**config.mk**
```make
export PLATFORM = sky130hd
export DESIGN_NAME = last_pos_scheduler_flat
export DESIGN_NICKNAME = d
export VERILOG_FILES = /design/src/rtl/last_pos_scheduler_if.sv /design/src/rtl/last_pos_scheduler.sv /design/src/flat_wrapper.sv
export SDC_FILE = /design/constraint.sdc
export NUM_CORES = 1
export LEC_CHECK = 0
export BUFFER_PORTS_ARGS = -buffer_cell sky130_fd_sc_hd__buf_2
export CAP_MARGIN = 20
export CORE_ASPECT_RATIO = 0.6
export CORE_MARGIN = 8
export CORE_UTILIZATION = 50
export CTS_BUF_LIST = sky130_fd_sc_hd__clkbuf_16
export CTS_CLUSTER_DIAMETER = 120
export DETAILED_ROUTE_END_ITERATION = 8
export PLACE_DENSITY = 0.88
export SYNTH_ARGS = -nofsm -noshare
export SYNTH_HDL_FRONTEND = slang
export SYNTH_SLANG_ARGS = --single-unit
```
**constraint.sdc**
```tcl
create_clock -name clk -period 4.35 [get_ports clk]
set_clock_uncertainty 0.2 [all_clocks]
set_input_delay 0.6525 -clock clk [delete_from_list [all_inputs] [get_ports clk]]
set_output_delay 0.6525 -clock clk [all_outputs]
set_load 0.005 [all_outputs]
```
**src/rtl/last_pos_scheduler_if.sv**
```systemverilog
// Bundled request / optimizer / response signals of the last-position scheduler.
// master = scheduler side, slave = requesters, optimizer and response consumer.
interface last_pos_scheduler_if #(
  parameter int NUM_REQ    = 4,
  parameter int ADDR_WIDTH = 10,
  parameter int TAG_WIDTH  = 4
);
  localparam int SEL_W = $clog2(NUM_REQ);

  logic [NUM_REQ-1:0]                 req_valid;
  logic [NUM_REQ-1:0]                 req_ready;
  logic [NUM_REQ-1:0][ADDR_WIDTH-1:0] req_last_scan_pos;
  logic [NUM_REQ-1:0][TAG_WIDTH-1:0]  req_tag;

  logic                  opt_start;
  logic [ADDR_WIDTH-1:0] opt_last_scan_pos;
  logic [SEL_W-1:0]      opt_sel;
  logic                  opt_done;
  logic [ADDR_WIDTH-1:0] opt_best_last;

  logic                  rsp_valid;
  logic                  rsp_ready;
  logic [SEL_W-1:0]      rsp_id;
  logic [TAG_WIDTH-1:0]  rsp_tag;
  logic [ADDR_WIDTH-1:0] rsp_best_last;
  logic [15:0]           rsp_cycles;

  modport master (
    input  req_valid, req_last_scan_pos, req_tag, opt_done, opt_best_last, rsp_ready,
    output req_ready, opt_start, opt_last_scan_pos, opt_sel,
           rsp_valid, rsp_id, rsp_tag, rsp_best_last, rsp_cycles
  );

  modport slave (
    output req_valid, req_last_scan_pos, req_tag, opt_done, opt_best_last, rsp_ready,
    input  req_ready, opt_start, opt_last_scan_pos, opt_sel,
           rsp_valid, rsp_id, rsp_tag, rsp_best_last, rsp_cycles
  );
endinterface

```
**src/rtl/last_pos_scheduler.sv**
```systemverilog
// Round-robin job scheduler in front of a single last-position optimizer:
// grants one requester, runs the optimizer, returns the result with a cycle count.
module last_pos_scheduler #(
  parameter int NUM_REQ    = 4,
  parameter int ADDR_WIDTH = 10,
  parameter int TAG_WIDTH  = 4
) (
  input  logic                 clk,
  input  logic                 rst,
  last_pos_scheduler_if.master bus,
  output logic                 busy
);
  localparam int SEL_W = $clog2(NUM_REQ);

  typedef enum logic [2:0] {
    IDLE  = 3'd0,
    ARB   = 3'd1,
    RUN   = 3'd2,
    RESP  = 3'd3,
    DRAIN = 3'd4
  } state_t;

  state_t                state_r;
  state_t                state_next_s;
  logic [SEL_W-1:0]      last_grant_r;
  logic [SEL_W-1:0]      grant_s;
  logic                  req_any_s;
  logic [NUM_REQ-1:0]    req_ready_s;
  logic [SEL_W-1:0]      sel_r;
  logic [ADDR_WIDTH-1:0] pos_r;
  logic [TAG_WIDTH-1:0]  tag_r;
  logic [ADDR_WIDTH-1:0] best_r;
  logic [15:0]           cycles_r;
  logic                  opt_start_r;
  logic                  rsp_valid_r;
  logic                  busy_r;
  // Set by reset: the optimizer may still sit in its done state from a job we aborted.
  logic                  drain_after_reset_r;

  // First valid index strictly after last, wrapping around NUM_REQ.
  function automatic logic [SEL_W-1:0] rr_pick(input logic [NUM_REQ-1:0] valid,
                                               input logic [SEL_W-1:0]   last);
    logic [SEL_W-1:0] pick;
    logic [SEL_W-1:0] idx;
    logic             found;
    pick  = last;
    found = 1'b0;
    for (int i = 1; i <= NUM_REQ; i++) begin
      idx = SEL_W'((int'(last) + i) % NUM_REQ);
      if (!found && valid[idx]) begin
        pick  = idx;
        found = 1'b1;
      end else begin
        found = found;
      end
    end
    return pick;
  endfunction

  assign req_any_s = |bus.req_valid;

  // State register.
  always_ff @(posedge clk) begin
    if (rst) begin
      state_r <= IDLE;
    end else begin
      state_r <= state_next_s;
    end
  end

  // Next-state decode and the one-cycle grant pulse in ARB.
  always_comb begin
    state_next_s = state_r;
    grant_s      = rr_pick(bus.req_valid, last_grant_r);
    req_ready_s  = {NUM_REQ{1'b0}};
    case (state_r)
      IDLE: begin
        if (req_any_s && !(drain_after_reset_r && bus.opt_done)) state_next_s = ARB;
        else                                                     state_next_s = IDLE;
      end
      ARB: begin
        if (req_any_s) begin
          state_next_s         = RUN;
          req_ready_s[grant_s] = 1'b1;
        end else begin
          state_next_s = IDLE;
        end
      end
      RUN: begin
        if (bus.opt_done) state_next_s = RESP;
        else              state_next_s = RUN;
      end
      RESP: begin
        if (rsp_valid_r && bus.rsp_ready) state_next_s = DRAIN;
        else                              state_next_s = RESP;
      end
      DRAIN: begin
        if (!bus.opt_done) state_next_s = IDLE;
        else               state_next_s = DRAIN;
      end
      default: state_next_s = IDLE;
    endcase
  end

  // Job capture, cycle counter and registered status outputs.
  always_ff @(posedge clk) begin
    if (rst) begin
      last_grant_r        <= SEL_W'(NUM_REQ - 1);
      sel_r               <= '0;
      pos_r               <= '0;
      tag_r               <= '0;
      best_r              <= '0;
      cycles_r            <= 16'd0;
      opt_start_r         <= 1'b0;
      rsp_valid_r         <= 1'b0;
      busy_r              <= 1'b0;
      drain_after_reset_r <= 1'b1;
    end else begin
      opt_start_r <= (state_next_s == RUN);
      rsp_valid_r <= (state_next_s == RESP);
      busy_r      <= (state_next_s != IDLE);
      if (!bus.opt_done) drain_after_reset_r <= 1'b0;
      case (state_r)
        ARB: begin
          if (req_any_s) begin
            sel_r        <= grant_s;
            pos_r        <= bus.req_last_scan_pos[grant_s];
            tag_r        <= bus.req_tag[grant_s];
            last_grant_r <= grant_s;
            cycles_r     <= 16'd0;
          end
        end
        RUN: begin
          if (cycles_r != 16'hFFFF) cycles_r <= cycles_r + 16'd1;
          if (bus.opt_done)         best_r   <= bus.opt_best_last;
        end
        default: begin
        end
      endcase
    end
  end

  assign bus.req_ready         = req_ready_s;
  assign bus.opt_start         = opt_start_r;
  assign bus.opt_last_scan_pos = pos_r;
  assign bus.opt_sel           = sel_r;
  assign bus.rsp_valid         = rsp_valid_r;
  assign bus.rsp_id            = sel_r;
  assign bus.rsp_tag           = tag_r;
  assign bus.rsp_best_last     = best_r;
  assign bus.rsp_cycles        = cycles_r;
  assign busy                  = busy_r;
endmodule
```
**src/flat_wrapper.sv**
```systemverilog
// flat-port wrapper written by rule: the top's interface ports become plain ports
module last_pos_scheduler_flat 
#(
  parameter int NUM_REQ    = 4,
  parameter int ADDR_WIDTH = 10,
  parameter int TAG_WIDTH  = 4
)
  (clk, rst, busy, bus_req_valid, bus_req_last_scan_pos, bus_req_tag, bus_opt_done, bus_opt_best_last, bus_rsp_ready, bus_req_ready, bus_opt_start, bus_opt_last_scan_pos, bus_opt_sel, bus_rsp_valid, bus_rsp_id, bus_rsp_tag, bus_rsp_best_last, bus_rsp_cycles);
  last_pos_scheduler_if #(.NUM_REQ(NUM_REQ), .ADDR_WIDTH(ADDR_WIDTH), .TAG_WIDTH(TAG_WIDTH)) bus_i ();
  input  logic clk;
  input  logic rst;
  output logic busy;
  input wire logic [$bits(bus_i.req_valid)-1:0] bus_req_valid;
  input wire logic [$bits(bus_i.req_last_scan_pos)-1:0] bus_req_last_scan_pos;
  input wire logic [$bits(bus_i.req_tag)-1:0] bus_req_tag;
  input wire logic [$bits(bus_i.opt_done)-1:0] bus_opt_done;
  input wire logic [$bits(bus_i.opt_best_last)-1:0] bus_opt_best_last;
  input wire logic [$bits(bus_i.rsp_ready)-1:0] bus_rsp_ready;
  output wire logic [$bits(bus_i.req_ready)-1:0] bus_req_ready;
  output wire logic [$bits(bus_i.opt_start)-1:0] bus_opt_start;
  output wire logic [$bits(bus_i.opt_last_scan_pos)-1:0] bus_opt_last_scan_pos;
  output wire logic [$bits(bus_i.opt_sel)-1:0] bus_opt_sel;
  output wire logic [$bits(bus_i.rsp_valid)-1:0] bus_rsp_valid;
  output wire logic [$bits(bus_i.rsp_id)-1:0] bus_rsp_id;
  output wire logic [$bits(bus_i.rsp_tag)-1:0] bus_rsp_tag;
  output wire logic [$bits(bus_i.rsp_best_last)-1:0] bus_rsp_best_last;
  output wire logic [$bits(bus_i.rsp_cycles)-1:0] bus_rsp_cycles;
  assign bus_i.req_valid = bus_req_valid;
  assign bus_i.req_last_scan_pos = bus_req_last_scan_pos;
  assign bus_i.req_tag = bus_req_tag;
  assign bus_i.opt_done = bus_opt_done;
  assign bus_i.opt_best_last = bus_opt_best_last;
  assign bus_i.rsp_ready = bus_rsp_ready;
  assign bus_req_ready = bus_i.req_ready;
  assign bus_opt_start = bus_i.opt_start;
  assign bus_opt_last_scan_pos = bus_i.opt_last_scan_pos;
  assign bus_opt_sel = bus_i.opt_sel;
  assign bus_rsp_valid = bus_i.rsp_valid;
  assign bus_rsp_id = bus_i.rsp_id;
  assign bus_rsp_tag = bus_i.rsp_tag;
  assign bus_rsp_best_last = bus_i.rsp_best_last;
  assign bus_rsp_cycles = bus_i.rsp_cycles;
  last_pos_scheduler #(.NUM_REQ(NUM_REQ), .ADDR_WIDTH(ADDR_WIDTH), .TAG_WIDTH(TAG_WIDTH)) u_core (.clk(clk), .rst(rst), .bus(bus_i), .busy(busy));
endmodule
```
==> results of run 1 <==
==> sequential cells by signal (all words and copies together), names as in the netlist <==
signal,count
u_core.last_grant_r,2
u_core.bus.opt_start,1
u_core.bus.opt_last_scan_pos,10
u_core.busy,1
u_core.bus.rsp_best_last,10
u_core.bus.rsp_cycles,16
u_core.drain_after_reset_r,1
u_core.state_r,3
u_core.bus.rsp_tag,4
u_core.bus.opt_sel,2
u_core.bus.rsp_valid,1
==> metal layers <==
metal,track usage,share of wire,up-vias
met5,0,0,-
met4,0.0617,0.017,0
met3,0.0697,0.085,19
met2,0.329,0.46,135
met1,0.222,0.44,1383
li1,-,-,1427
==> metrics by stage <==
step	power, W	utilization	instances	setup WS (ns)
finish	0.00127	0.658	510	1.39
global route	0.00132	0.658	510	1.28
CTS	0.00128	0.658	510	1.40
detailed placement	0.000782	0.622	502	1.15
global placement	0.000774	0.622	502	1.25
floorplan	0.000682	-	329	1.70
==> synthesized netlist by cell type, types with 5 or more instances <==
library cell / n / area share
a21oi_1: 15 / 0.027
a32oi_1: 15 / 0.048
buf_2: 5 / 0.0091
clkbuf_1: 18 / 0.025
dfxtp_1: 51 / 0.37
mux2i_1: 14 / 0.051
nand2_1: 33 / 0.045
nand3_1: 40 / 0.073
nor2_1: 27 / 0.037
nor2b_1: 5 / 0.011
nor3_1: 13 / 0.024
nor4b_1: 23 / 0.074
o21ba_2: 7 / 0.026
xnor2_1: 11 / 0.035
==> cell families (layout without fill, tap and decap cells) <==
| logic type | after synthesis | in the layout | synth area share |
|---|---|---|---|
| adders and majority gates | 1 | 1 | 0.00457 |
| and+or+nand+nor | 174 | 174 | 0.357 |
| DFF | 51 | 51 | 0.373 |
| muxes | 15 | 15 | 0.0553 |
| buffers and inverters | 28 | 140 | 0.0434 |
| xor gates and xnor gates | 11 | 11 | 0.0352 |
| AOI/OAI and AO/OA | 49 | 49 | 0.132 |
==> power by group through the flow <==
stage | sequential (W) | clock [W] | combinational (W)
6_report | 0.000526 | 0.000500 | 0.000248
5_1_grt | 0.000530 | 0.000521 | 0.000272
4_1_cts | 0.000525 | 0.000507 | 0.000247
3_5_place_dp | 0.000536 | 0 | 0.000246
3_3_place_gp | 0.000535 | 0 | 0.000239
2_1_floorplan | 0.000534 | 0 | 0.000148
==> cells in the final DEF (no fill, tap or decap), types with 2 or more instances in the layout <==
cell	count
dfxtp_1	51
inv_1	3
or2_2	2
buf_4	5
a21o_1	2
nand4_1	4
mux2i_1	14
a32oi_1	15
nand3_1	40
bufinv_16	2
nand2_1	33
nor4b_1	23
nor3_1	13
nor3b_1	3
clkbuf_16	5
nor2b_1	5
and2_1	4
xnor2_1	11
buf_2	124
nor4_1	2
a21oi_1	14
nand2b_1	3
nor2_1	27
o21ba_2	7
o21ai_0	4
and3_1	3
==> cell type report <==
cell class / count / area [um^2] / area share
inverters: 3 / 11.3 / 0.00315
clock buffers: 5 / 125 / 0.0350
well taps: 69 / 86.3 / 0.0241
multi-input cells: 250 / 1610 / 0.449
repair buffers: 129 / 658 / 0.184
flip-flops and latches: 51 / 1020 / 0.285
clock inverters: 3 / 67.6 / 0.0189
==> worst paths after layout <==
check                                           startpoint                                           end  slack, ns  cells past startpoint
setup / recovery                          bus_req_valid[1]                              bus_req_ready[2]       1.39                      6
hold / removal    u_core.bus.rsp_best_last[6]$_SDFFE_PP0P_      u_core.bus.rsp_best_last[6]$_SDFFE_PP0P_       0.25                      2
setup reg to reg              u_core.state_r[0]$_SDFF_PP0_  u_core.bus.opt_last_scan_pos[9]$_SDFFE_PP0P_       1.62                      5
hold reg to reg   u_core.bus.rsp_best_last[6]$_SDFFE_PP0P_      u_core.bus.rsp_best_last[6]$_SDFFE_PP0P_       0.25                      2
==> critical path, stage by stage <==
cell and delay [ns]:
buf_2 0.12, or4_1 0.72, and2_1 0.27, nand2_1 0.15, nor2_1 0.07, buf_2 0.13
==> run_results.csv, run 1 <==
group,metric,value,unit
status,outcome,"completed",
power,p_int,0.000939,W
synthesis,synth_edf_count,0,
setup_path,setup.worst_path.start_class,"input pin",
global_routing,antenna_found_initial,0,
power,p_leak,1.55,nW
clock_network,cts.sinks,51,
synthesis,yosysWarnings,0,
cells_and_area,nFillCells,474,
floorplanning,dieArea,8180,um^2
global_routing,gr-total-overflow,0,
setup_path,endpoint_kind,"primary output",
detailed_routing,routed_wl,8260,um
clock_network,cts_resized,0,
synthesis,avgSynthCellArea,8.32,um^2
global_routing,grt.total_usage,0.193,
clock_network,clock-root-buffer,"clkbuf_16",
floorplanning,initial_core_util,0.504,
detailed_routing,route.detailed.drc,0,
timing,slew_violations,0,
placement,finalWeightedCongestion,0.884,
detailed_routing,drt_pass1_iterations,5,
synthesis,ys.flop_type,"dfxtp_1",
timing,rsz0062_at_grt,"no",
min_path,hold_path.class,"register to register",
setup_path,worstPathRequired,3.50,ns
power,ir_drop,0.224,mV
timing,worst_pin_slew,0.983,ns
cells_and_area,drive_gt1_frac,0.351,
detailed_routing,viasPerCell,5.81,
synthesis,synthCells,329,
power,seqPwrFrac,0.413,
cells_and_area,insertedDiodeCount,0,
clock_network,clk_pin_slew,0.07,ns
flow_run,maxCapViolations,0,
timing,setup_viol,0,
power,power.switching,0.000336,W
cells_and_area,final_cell_area,3580,um^2
floorplanning,core,5440,um^2
clock_network,cts_buffers,5,
power,power_frac_comb,0.195,
synthesis,yosysUniqueCellTypes,44,
synthesis,syn-cell-area,2740,um^2
global_routing,grt_pass1_vias,2900,
timing,fmax,337,MHz
cells_and_area,fin_nets,515,
floorplanning,rows,21,
power,switching_share,0.263,
clock_network,post_cts_buffers,0,
power,cellPowerDensity,356,nW/um^2
floorplanning,die_w,112,um
clock_network,cts_tree,"built",
timing,finalHoldViolations,0,
setup_path,cp_data_arrival_time,2.11,ns
detailed_routing,drt_iter0_drc,180,
timing,post-route-period-util,0.681,
clock_network,clock_path_buffers,2,
setup_path,crit_type,"input pin to primary output",
global_routing,grt_max_degree,32,
floorplanning,ios,125,
placement,dp_hpwl,6250,um
clock_network,insertion_delay,0.29,ns
detailed_routing,drtAntennaViolNets,0,
timing,fin_crit,2.96,ns
timing,whs,0.252,ns
power,clkPwrFrac,0.392,
detailed_routing,wl_per_cell,16.2,um
clock_network,holdBufCountCts,0,
clock_network,htreeDepth,2,
placement,portBuffers,124,
timing,finalSetupTns,0,ns
synthesis,ys_seq_area_frac,0.373,
setup_path,critPathMaxFanout,11,
floorplanning,die_h,73.3,um
detailed_routing,vias,2964,
synthesis,ys_ff_latch,51,
global_routing,grt_pass1_wl,13200,um
cells_and_area,syn_to_final_growth,30.6,%
timing,max_slew_margin,0.338,
synthesis,synth_nets,404,
synthesis,async_reset_ff_frac,0,
placement,placed_cell_area,3380,um^2
(Power assumes the default switching activity.)
==> inputs of run 2 (changes only) <==
--- a/config.mk
+++ b/config.mk
@@ -9,11 +9,11 @@
 export CAP_MARGIN = 20
 export CORE_ASPECT_RATIO = 0.6
 export CORE_MARGIN = 8
-export CORE_UTILIZATION = 50
+export CORE_UTILIZATION = 47
 export CTS_BUF_LIST = sky130_fd_sc_hd__clkbuf_16
 export CTS_CLUSTER_DIAMETER = 120
 export DETAILED_ROUTE_END_ITERATION = 8
-export PLACE_DENSITY = 0.88
+export PLACE_DENSITY = 0.83
 export SYNTH_ARGS = -nofsm -noshare
 export SYNTH_HDL_FRONTEND = slang
 export SYNTH_SLANG_ARGS = --single-unit
==> constraint.sdc (replaced) <==
create_clock -name clk -period 2.8 [get_ports clk]
set_clock_uncertainty 0.2 [all_clocks]
set_input_delay 0.42 -clock clk [delete_from_list [all_inputs] [get_ports clk]]
set_output_delay 0.42 -clock clk [all_outputs]
set_load 0.005 [all_outputs]
==> run_results.csv, run 2 (synthesis gave the netlist of run 1 again) <==
group,metric,value,unit
status,outcome,"completed",
floorplanning,initial_core_util,0.489,
cells_and_area,nFillCells,503,
cells_and_area,largest_reg_flops,16,
placement,portBuffers,124,
timing,setup_viol,0,
power,seqPwrFrac,0.449,
detailed_routing,vias,2948,
cells_and_area,syn_to_final_growth,31.2,%
timing,finalHoldViolations,0,
global_routing,grt.met1_usage,0.228,
clock_network,post_cts_buffers,0,
timing,max_slew_margin,0.605,
detailed_routing,drtAntennaViolNets,0,
global_routing,use_met3,0.0568,
global_routing,grt_max_degree,27,
setup_path,r2r-start,"u_core.state_r[0]$_SDFF_PP0_",
timing,finalSetupTns,0,ns
clock_network,insertion_delay,0.29,ns
detailed_routing,routed_wl,8360,um
power,cellPowerDensity,507,nW/um^2
detailed_routing,viasPerCell,5.59,
floorplanning,rows,21,
placement,dp_hpwl,6510,um
power,switching_share,0.292,
setup_path,setup.worst_path.start_class,"input pin",
timing,worst_pin_slew,0.588,ns
power,p_leak,1.55,nW
clock_network,clk_pin_slew,0.07,ns
cells_and_area,drive_gt1_frac,0.360,
clock_network,cts_tree,"built",
global_routing,grt.total_usage,0.184,
setup_path,worstSetupStartpoint,"bus_req_valid[1]",
cells_and_area,final_cell_mix,"124 x buf_2, 51 x dfxtp_1, 40 x nand3_1",
clock_network,clock_path_buffers,2,
floorplanning,dieArea,8610,um^2
power,p_int,0.00129,W
timing,slew_violations,0,
clock_network,holdBufCountCts,0,
placement,placed_cell_area,3440,um^2
clock_network,cts.sinks,51,
floorplanning,die_w,115,um
global_routing,grt.busiest_layer,"met2",
global_routing,grt_pass1_wl,12900,um
min_path,hp-start,"bus_req_last_scan_pos[4]",
cells_and_area,fin_util,0.642,
global_routing,gr-total-overflow,0,
setup_path,worstPathRequired,2.18,ns
floorplanning,die_h,75.1,um
placement,finalWeightedCongestion,0.919,
clock_network,htreeDepth,2,
power,power_frac_comb,0.218,
global_routing,grt_pass1_vias,2786,
setup_path,critPathMaxFanout,11,
timing,fin_crit,2.47,ns
setup_path,endpoint_kind,"primary output",
detailed_routing,route.detailed.drc,0,
power,power.switching,0.000531,W
flow_run,maxCapViolations,0,
timing,rsz0062_at_grt,"no",
placement,dpl_worst_slack,0.316,ns
global_routing,antenna_found_initial,0,
setup_path,cp_data_arrival_time,1.85,ns
min_path,hold_path.class,"input pin to register",
setup_path,crit_type,"input pin to primary output",
clock_network,clock-root-buffer,"clkbuf_16",
cells_and_area,fin_nets,521,
timing,post-route-period-util,0.882,
detailed_routing,drt_pass1_iterations,5,
detailed_routing,wl_per_cell,15.9,um
detailed_routing,drt_iter0_drc,229,
power,clkPwrFrac,0.333,
cells_and_area,insertedDiodeCount,0,
floorplanning,ios,125,
power,ir_drop,0.328,mV
timing,fmax,405,MHz
timing,setup_ws,0.332,ns
clock_network,cts_resized,0,
clock_network,cts_buffers,5,
global_routing,grtUsageMet2,0.312,
cells_and_area,final_cell_area,3590,um^2
cells_and_area,layout_commonest_cell,"buf_2",
floorplanning,core,5600,um^2
run 2: worst max-delay path: stages:
cell,delay (ns)
buf_2,0.12
or4_1,0.72
and2_1,0.27
nand2_1,0.14
nor2_1,0.05
buf_2,0.12
run 2: power groups by stage:
stage / Clock, W / Sequential [W] / Combinational (W)
2_1_floorplan: 0 / 0.000829 / 0.000230
3_5_place_dp: 0 / 0.000833 / 0.000396
3_3_place_gp: 0 / 0.000829 / 0.000386
5_1_grt: 0.000649 / 0.000823 / 0.000437
4_1_cts: 0.000617 / 0.000817 / 0.000399
6_report: 0.000606 / 0.000818 / 0.000398
run 2: final cells by class:
type / count / area, um^2 / area share
multi-input cells: 250 / 1610 / 0.448
flip-flops and latches: 51 / 1020 / 0.284
well taps: 80 / 100 / 0.0279
clock inverters: 3 / 23.8 / 0.00662
clock buffers: 5 / 125 / 0.0348
repair buffers: 135 / 703 / 0.196
inverters: 3 / 11.3 / 0.00313
run 2: routing by layer:
metal,vias to the layer above,wire [um],part of all wire
met2,118,3870,0.46
met5,-,0,0
li1,1442,-,-
met3,10,637,0.076
met4,0,71,0.0085
met1,1378,3780,0.45
run 2: worst paths after layout:
kind | depth (start not counted) | slack (ns) | end
max | 6 | 0.33 | bus_req_ready[3]
min | 3 | 0.15 | u_core.bus.opt_last_scan_pos[4]$_SDFFE_PP0P_
max reg2reg | 6 | 0.47 | u_core.bus.opt_last_scan_pos[5]$_SDFFE_PP0P_
min reg2reg | 2 | 0.25 | u_core.bus.rsp_best_last[8]$_SDFFE_PP0P_
run 2: metrics by stage:
stage	std cells	hold WS, ns	power [W]
after floorplan	329	0.222	0.00106
after global placement	519	0.231	0.00122
after detailed placement	519	0.237	0.00123
after CTS	527	0.146	0.00183
after global routing	527	0.162	0.00191
final	527	0.154	0.00182
